--- src/rtl/cmd_parser_if.sv ---
// cmd_parser_if -- command parser bus bundle.
//   rx_byte   : received UART byte, 0x00 = idle line
//   act_ready : pet core accepts the current action
//   act_valid : action request
//   act_code  : 1 feed, 2 play, 3 clean, 4 sleep toggle, 5 medicine
//   busy      : parser not idle
//   err       : one-cycle protocol error pulse
// master = byte source / action sink, slave = the parser.
interface cmd_parser_if;
  logic [7:0] rx_byte;
  logic       act_ready;
  logic       act_valid;
  logic [2:0] act_code;
  logic       busy;
  logic       err;

  modport master (output rx_byte, output act_ready,
                  input  act_valid, input act_code, input busy, input err);
  modport slave  (input  rx_byte, input  act_ready,
                  output act_valid, output act_code, output busy, output err);
endinterface

--- src/rtl/cmd_parser.sv ---
// cmd_parser -- turns ASCII commands ("<letter>[1-9]<CR|LF>") into repeated
// action handshakes towards the pet core.
// Ports:
//   clk  : clock, rising edge
//   rst  : synchronous active-high reset
//   bus  : cmd_parser_if.slave (rx_byte, act_ready in; act_valid, act_code,
//          busy, err out)
// Parameter TIMEOUT_CYCLES: inter-byte timeout in clk cycles (2..2^25-1).
// Optional feature: define CMD_PARSER_TIMEOUT_EN to build the inter-byte
// timeout; without it CMD/CNT/DISCARD wait forever.
module cmd_parser #(
  parameter int TIMEOUT_CYCLES = 27000000
) (
  input logic         clk,
  input logic         rst,
  cmd_parser_if.slave bus
);

  if (TIMEOUT_CYCLES < 2 || TIMEOUT_CYCLES > 33554431) begin : g_bad_timeout
    $error("cmd_parser: TIMEOUT_CYCLES out of range 2..2^25-1");
  end

  typedef enum logic [2:0] {IDLE, CMD, CNT, DISCARD, ISSUE} state_t;

  state_t     state, state_n;
  logic [7:0] prev_byte;
  logic [3:0] count, count_n;
  logic [2:0] code, code_n;
  logic       err_q, err_n;

  // Byte cycle: first cycle of a non-zero byte after an idle (0x00) line.
  logic byte_cyc;
  assign byte_cyc = (bus.rx_byte != 8'h00) && (prev_byte == 8'h00);

  // Letters are case-folded; digits are matched on the raw byte because
  // clearing bit 5 would move them out of the ASCII digit range.
  logic [7:0] folded;
  logic [2:0] letter;
  logic       is_digit, is_term;
  assign folded   = bus.rx_byte & 8'hDF;
  assign is_digit = (bus.rx_byte >= 8'h31) && (bus.rx_byte <= 8'h39);
  assign is_term  = (bus.rx_byte == 8'h0D) || (bus.rx_byte == 8'h0A);

  always_comb begin
    letter = 3'd0;
    case (folded)
      8'h46:   letter = 3'd1; // F
      8'h50:   letter = 3'd2; // P
      8'h43:   letter = 3'd3; // C
      8'h53:   letter = 3'd4; // S
      8'h4D:   letter = 3'd5; // M
      default: letter = 3'd0;
    endcase
  end

  logic hs;
  assign hs = (state == ISSUE) && bus.act_ready;

`ifdef CMD_PARSER_TIMEOUT_EN
  logic [24:0] tmo_cnt;
  logic        tmo_act, tmo_hit;
  assign tmo_act = (state == CMD) || (state == CNT) || (state == DISCARD);
  // Fires TIMEOUT_CYCLES cycles after the byte cycle that entered/refreshed
  // the state; a byte arriving in the same cycle wins.
  assign tmo_hit = tmo_act && !byte_cyc && (tmo_cnt == 25'(TIMEOUT_CYCLES - 1));

  always_ff @(posedge clk) begin
    if (rst)                            tmo_cnt <= '0;
    else if (tmo_act && !byte_cyc && !tmo_hit) tmo_cnt <= tmo_cnt + 25'd1;
    else                                tmo_cnt <= '0;
  end
`endif

  always_comb begin
    state_n = state;
    count_n = count;
    code_n  = code;
    err_n   = 1'b0;
    case (state)
      IDLE: if (byte_cyc) begin
        if (letter != 3'd0) begin
          code_n  = letter;
          count_n = 4'd1;
          state_n = CMD;
        end else if (!is_term) begin
          err_n   = 1'b1;
          state_n = DISCARD;
        end
      end
      CMD: if (byte_cyc) begin
        if (is_digit) begin
          count_n = bus.rx_byte[3:0];
          state_n = CNT;
        end else if (is_term) begin
          state_n = ISSUE;
        end else begin
          err_n   = 1'b1;
          state_n = DISCARD;
        end
      end
      CNT: if (byte_cyc) begin
        if (is_term) state_n = ISSUE;
        else begin
          err_n   = 1'b1;
          state_n = DISCARD;
        end
      end
      DISCARD: if (byte_cyc && is_term) state_n = IDLE;
      ISSUE: begin
        // Bytes arriving mid-issue are dropped and flagged.
        if (byte_cyc) err_n = 1'b1;
        if (hs) begin
          count_n = count - 4'd1;
          if (count == 4'd1) state_n = IDLE;
        end
      end
      default: state_n = IDLE;
    endcase
`ifdef CMD_PARSER_TIMEOUT_EN
    if (tmo_hit) begin
      state_n = IDLE;
      err_n   = (state != DISCARD);
    end
`endif
  end

  always_ff @(posedge clk) begin
    if (rst) begin
      state     <= IDLE;
      prev_byte <= 8'h00;
      count     <= 4'd0;
      code      <= 3'd0;
      err_q     <= 1'b0;
    end else begin
      state     <= state_n;
      prev_byte <= bus.rx_byte;
      count     <= count_n;
      code      <= code_n;
      err_q     <= err_n;
    end
  end

  assign bus.act_valid = (state == ISSUE);
  assign bus.act_code  = (state == ISSUE) ? code : 3'd0;
  assign bus.busy      = (state != IDLE);
  assign bus.err       = err_q;

endmodule

--- src/flat_wrapper.sv ---
// flat-port wrapper written by rule: the top's interface ports become plain ports
module cmd_parser_flat 
#(
  parameter int TIMEOUT_CYCLES = 27000000
)
  (clk, rst, bus_rx_byte, bus_act_ready, bus_act_valid, bus_act_code, bus_busy, bus_err);
  cmd_parser_if bus_i ();
  input logic clk;
  input logic rst;
  input wire logic [$bits(bus_i.rx_byte)-1:0] bus_rx_byte;
  input wire logic [$bits(bus_i.act_ready)-1:0] bus_act_ready;
  output wire logic [$bits(bus_i.act_valid)-1:0] bus_act_valid;
  output wire logic [$bits(bus_i.act_code)-1:0] bus_act_code;
  output wire logic [$bits(bus_i.busy)-1:0] bus_busy;
  output wire logic [$bits(bus_i.err)-1:0] bus_err;
  assign bus_i.rx_byte = bus_rx_byte;
  assign bus_i.act_ready = bus_act_ready;
  assign bus_act_valid = bus_i.act_valid;
  assign bus_act_code = bus_i.act_code;
  assign bus_busy = bus_i.busy;
  assign bus_err = bus_i.err;
  cmd_parser #(.TIMEOUT_CYCLES(TIMEOUT_CYCLES)) u_core (.clk(clk), .rst(rst), .bus(bus_i));
endmodule
--- config.mk ---
export PLATFORM = sky130hd
export DESIGN_NAME = cmd_parser_flat
export DESIGN_NICKNAME = d
export VERILOG_FILES = /design/src/rtl/cmd_parser_if.sv /design/src/rtl/cmd_parser.sv /design/src/flat_wrapper.sv
export SDC_FILE = /design/constraint.sdc
export NUM_CORES = 1
export LEC_CHECK = 0
export CAP_MARGIN = 0
export CELL_PAD_IN_SITES_DETAIL_PLACEMENT = 0
export CELL_PAD_IN_SITES_GLOBAL_PLACEMENT = 1
export CORE_ASPECT_RATIO = 1.25
export CORE_MARGIN = 5
export CORE_UTILIZATION = 36
export CTS_CLUSTER_DIAMETER = 50
export CTS_CLUSTER_SIZE = 12
export DETAILED_ROUTE_END_ITERATION = 8
export GPL_TIMING_DRIVEN = 0
export PLACE_DENSITY = 0.79
export SLEW_MARGIN = 5
export SYNTH_ARGS = -nofsm -noshare
export SYNTH_HDL_FRONTEND = slang
export SYNTH_SLANG_ARGS = --single-unit
--- constraint.sdc ---
create_clock -name clk -period 1.81 [get_ports clk]
set_input_delay 0.362 -clock clk [delete_from_list [all_inputs] [get_ports clk]]
set_output_delay 0.362 -clock clk [all_outputs]
set_load 0.005 [all_outputs]
==> summary.md <==
| Metric | Value |
|---|---|
| Reg clk slew, reported paths | `about 0.07 ns` |
| Startpoint Class | `flip-flop` |
| Die W | `slightly above 60 um` |
| Avg WL per Cell | `14.5 um` |
| Cts bufs inserted | `3` |
| Synth top cells by count | `dfxtp_1, nor2_1, nor2b_1` |
| Synthesized net count | `144` |
| Row count | `23` |
| Crit end category | `flip-flop` |
| Pwr dens | `566 nW/um^2` |
| Worst path required time | `about 2.0 ns` |
| Post-route ant nets | `0` |
| Root Buffer | `clkbuf_8` |
| Leak Pwr | `0.615 nW` |
| Sequence of cells on the critical path | `or4_4 > a211o_4 > o21ai_4 > o211ai_4 > mux2_4` |
| Hold Path Class | `in -> reg` |
| Pins over their slew limit | `0` |
| Total track usage | `around 15%` |
| Post-layout util | `50.8%` |
| Top-count cell post-synth | `dfxtp_1` |
| Period utilisation layout | `104%` |
| Setup TNS Final | `-0.232 ns` |
| Critical-path maximum fanout | `4` |
| TritonCTS clock tree | `done` |
| Worst skew pair latency | `0.25 ns` |
| Global route total overflow | `0` |
| Final hold vios | `0` |
| Worst Max-Slew Pin Slew | `0.517 ns` |
| Kind of critical path | `reg -> reg` |
| Initial antenna violation count | `0` |
| Largest net degree at the start of global routing | `11` |
| Top cell type by total area after synthesis | `dfxtp_1` |
| Synth warn | `0` |
| Total clock sinks | `19` |
| RSZ-0062 raised after global routing | `true` |
| VDD IR max | `0.317 mV` |
| # Max-Cap Violations | `0` |
| # diodes | `0` |
| Top cell type's share of synthesized area | `around a third` |
| Fraction of layout cells with a size suffix above 1 | `around 32%` |
| Post-synthesis register bit count | `19` |
| Fin crit period | `1.89 ns` |
| Post-synthesis async set-or-reset flop share | `0%` |
| Clock tree buffer depth | `2` |
| Routed WL | `2900 um` |
| Worst Setup Slack, final | `-0.0753 ns` |
| Top FF cell, synth | `dfxtp_1` |
| Critical path origin | `u_core.prev_byte[7]` |
| Place WS | `-0.750 ns` |
| PortBufs | `14` |
| Library cells used by synthesis | `51` |
| Vias | `~1.1k` |
| Top-level I/O count | `17` |
| Pre-Repair DR Iteration Count | `4` |
| H-tree Lvls | `1` |
| DR DRC count | `0` |
| Number of global-route vias before repair | `between 1k and 1.5k` |
| Peak Freq | `0.530 GHz` |
| Total Nets Final | `between 150 and 200` |
| Area contributors post-synth | `dfxtp_1, nor2_1, nor2b_1` |
| Post-Synthesis Cells | `131` |
| Fin Clk Skew | `0.00308 ns` |
| Number of synthesized flops with an enable pin | `0` |
| Mapped cell area | `1170 sq um` |
| Worst r2r src | `u_core.prev_byte[7]` |
| Die area | `4500 sq um` |
| Relative slew slack | `65.5%` |
| Starting density of the core | `37.0%` |
| Core ar. | `3170 sq um` |
| Seq/Total Area, Yosys | `about 33%` |
| Outcome | `complete, but fails checks` |
| Hpwl dp | `roughly 2000 um` |
| Die Height | `73.7 um` |
| DR vias/cell | `5.44` |
| Global-route wire length before repair | `5000 um` |
| Largest stage delay on the critical path | `around 0.55 ns` |
| CP Data Arrival Time | `2.03 ns` |
| Worst path slowest cell | `or4_4` |
| Gpl congestion | `0.772` |
| HP Start | `bus_rx_byte[4]` |
| Iter 0 DRT Violations | `34` |
| Syn Area/Cell | `8.93 sq um` |
| Setup violations, final | `5` |
| Area delta synth->final | `37.4%` |
| Failing checks | `setup timing` |
## where the power goes
part           switching, mW  internal, mW
clock                  0.129         0.156
sequential            0.0112         0.433
combinational         0.0940        0.0861
total                  0.234         0.675
## final timing paths
check | end | slack (ns) | cells past startpoint
worst min register to register | u_core.code[0] | 0.47 | 2
worst max-delay path | u_core.count[2] | -0.08 | 5
worst max register to register | u_core.count[2] | -0.08 | 5
worst min-delay path | u_core.prev_byte[4] | 0.38 | 2
## timing repair
action / CTS / global route
gates cloned: 0 / 0
resized for setup: 40 / 10
endpoints found under the setup margin: 16 / 13
setup buffers: 12 / 3
hold buffers: 0 / 0
pin swaps: 13 / 11
## worst max-delay path: cells and delay by family (launching register included)
| kind | cells | cell delay, ns |
|---|---|---|
| simple gates | 1 | 0.55 |
| flops | 1 | 0.30 |
| compound gates | 3 | 0.63 |
| mux | 1 | 0.31 |
## cells by family (layout without fill, tap and decap cells)
logic type | Yosys count | in the layout | synth area share (%)
multiplexers | 5 | 5 | 5.56
XOR/XNOR | 2 | 2 | 1.50
AO/OA/AOI/OAI | 30 | 30 | 23.3
AND/OR/NAND/NOR | 59 | 59 | 29.8
adder cells (fa/ha/maj) | 2 | 2 | 2.14
buffers and inverters | 14 | 45 | 5.13
flip-flops | 19 | 19 | 32.5
## per-layer routing
layer | global-route usage (%) | share of wire [%] | vias up
li1 | - | - | 529
met1 | 17.9 | 44 | 530
met2 | 25.0 | 52 | 21
met3 | 1.23 | 2.7 | 2
met4 | 7.23 | 1.2 | 0
met5 | 0 | 0 | -
## per-stage QoR
stage | power (mW) | cell area, sq um | hold WS, ns | std cells
floorplan | 0.547 | 1180 | 0.436 | 131
global placement | 0.596 | 1370 | 0.447 | 182
detailed placement | 0.599 | 1370 | 0.449 | 182
CTS | 0.913 | 1580 | 0.375 | 196
global route | 0.951 | 1610 | 0.400 | 199
finish | 0.909 | 1610 | 0.377 | 199
## flip-flops by register name, indices dropped and copies added, names as in the netlist
| register | flops |
|---|---|
| u_core.bus.err | 1 |
| u_core.code | 3 |
| u_core.count | 4 |
| u_core.prev_byte | 8 |
| u_core.state | 3 |
## final cells by class
cell class	instances	area, sq um
flip-flops and latches	19	384
fillers	306	1560
multi-input cells	98	828
clock buffers	4	45.0
plain buffers	8	55.1
well taps	37	46.3
inverters	5	18.8
repair buffers	28	230
## cell usage in the layout, fill, tap and decap left out, types with 2 or more instances in the layout
cell type,instances
clkbuf_8,4
nor3_1,3
clkdlybuf4s15_1,2
o21ai_0,2
and3b_1,2
buf_4,12
inv_1,5
mux2_4,3
nor3b_1,2
xor2_1,2
or4_4,2
and2_1,3
ha_1,2
nand2_1,8
clkdlybuf4s50_1,4
buf_6,2
a22oi_1,4
o21ai_1,2
dfxtp_1,16
nor2_1,14
nor4_4,2
dfxtp_2,3
dlygate4sd2_1,4
mux2i_1,2
o31a_1,2
nor2b_1,9
nand3_1,2
a2111oi_4,2
clkbuf_1,3
buf_2,4
clkbuf_2,2
a21oi_1,3
Power figures use the tool's default switching activity.
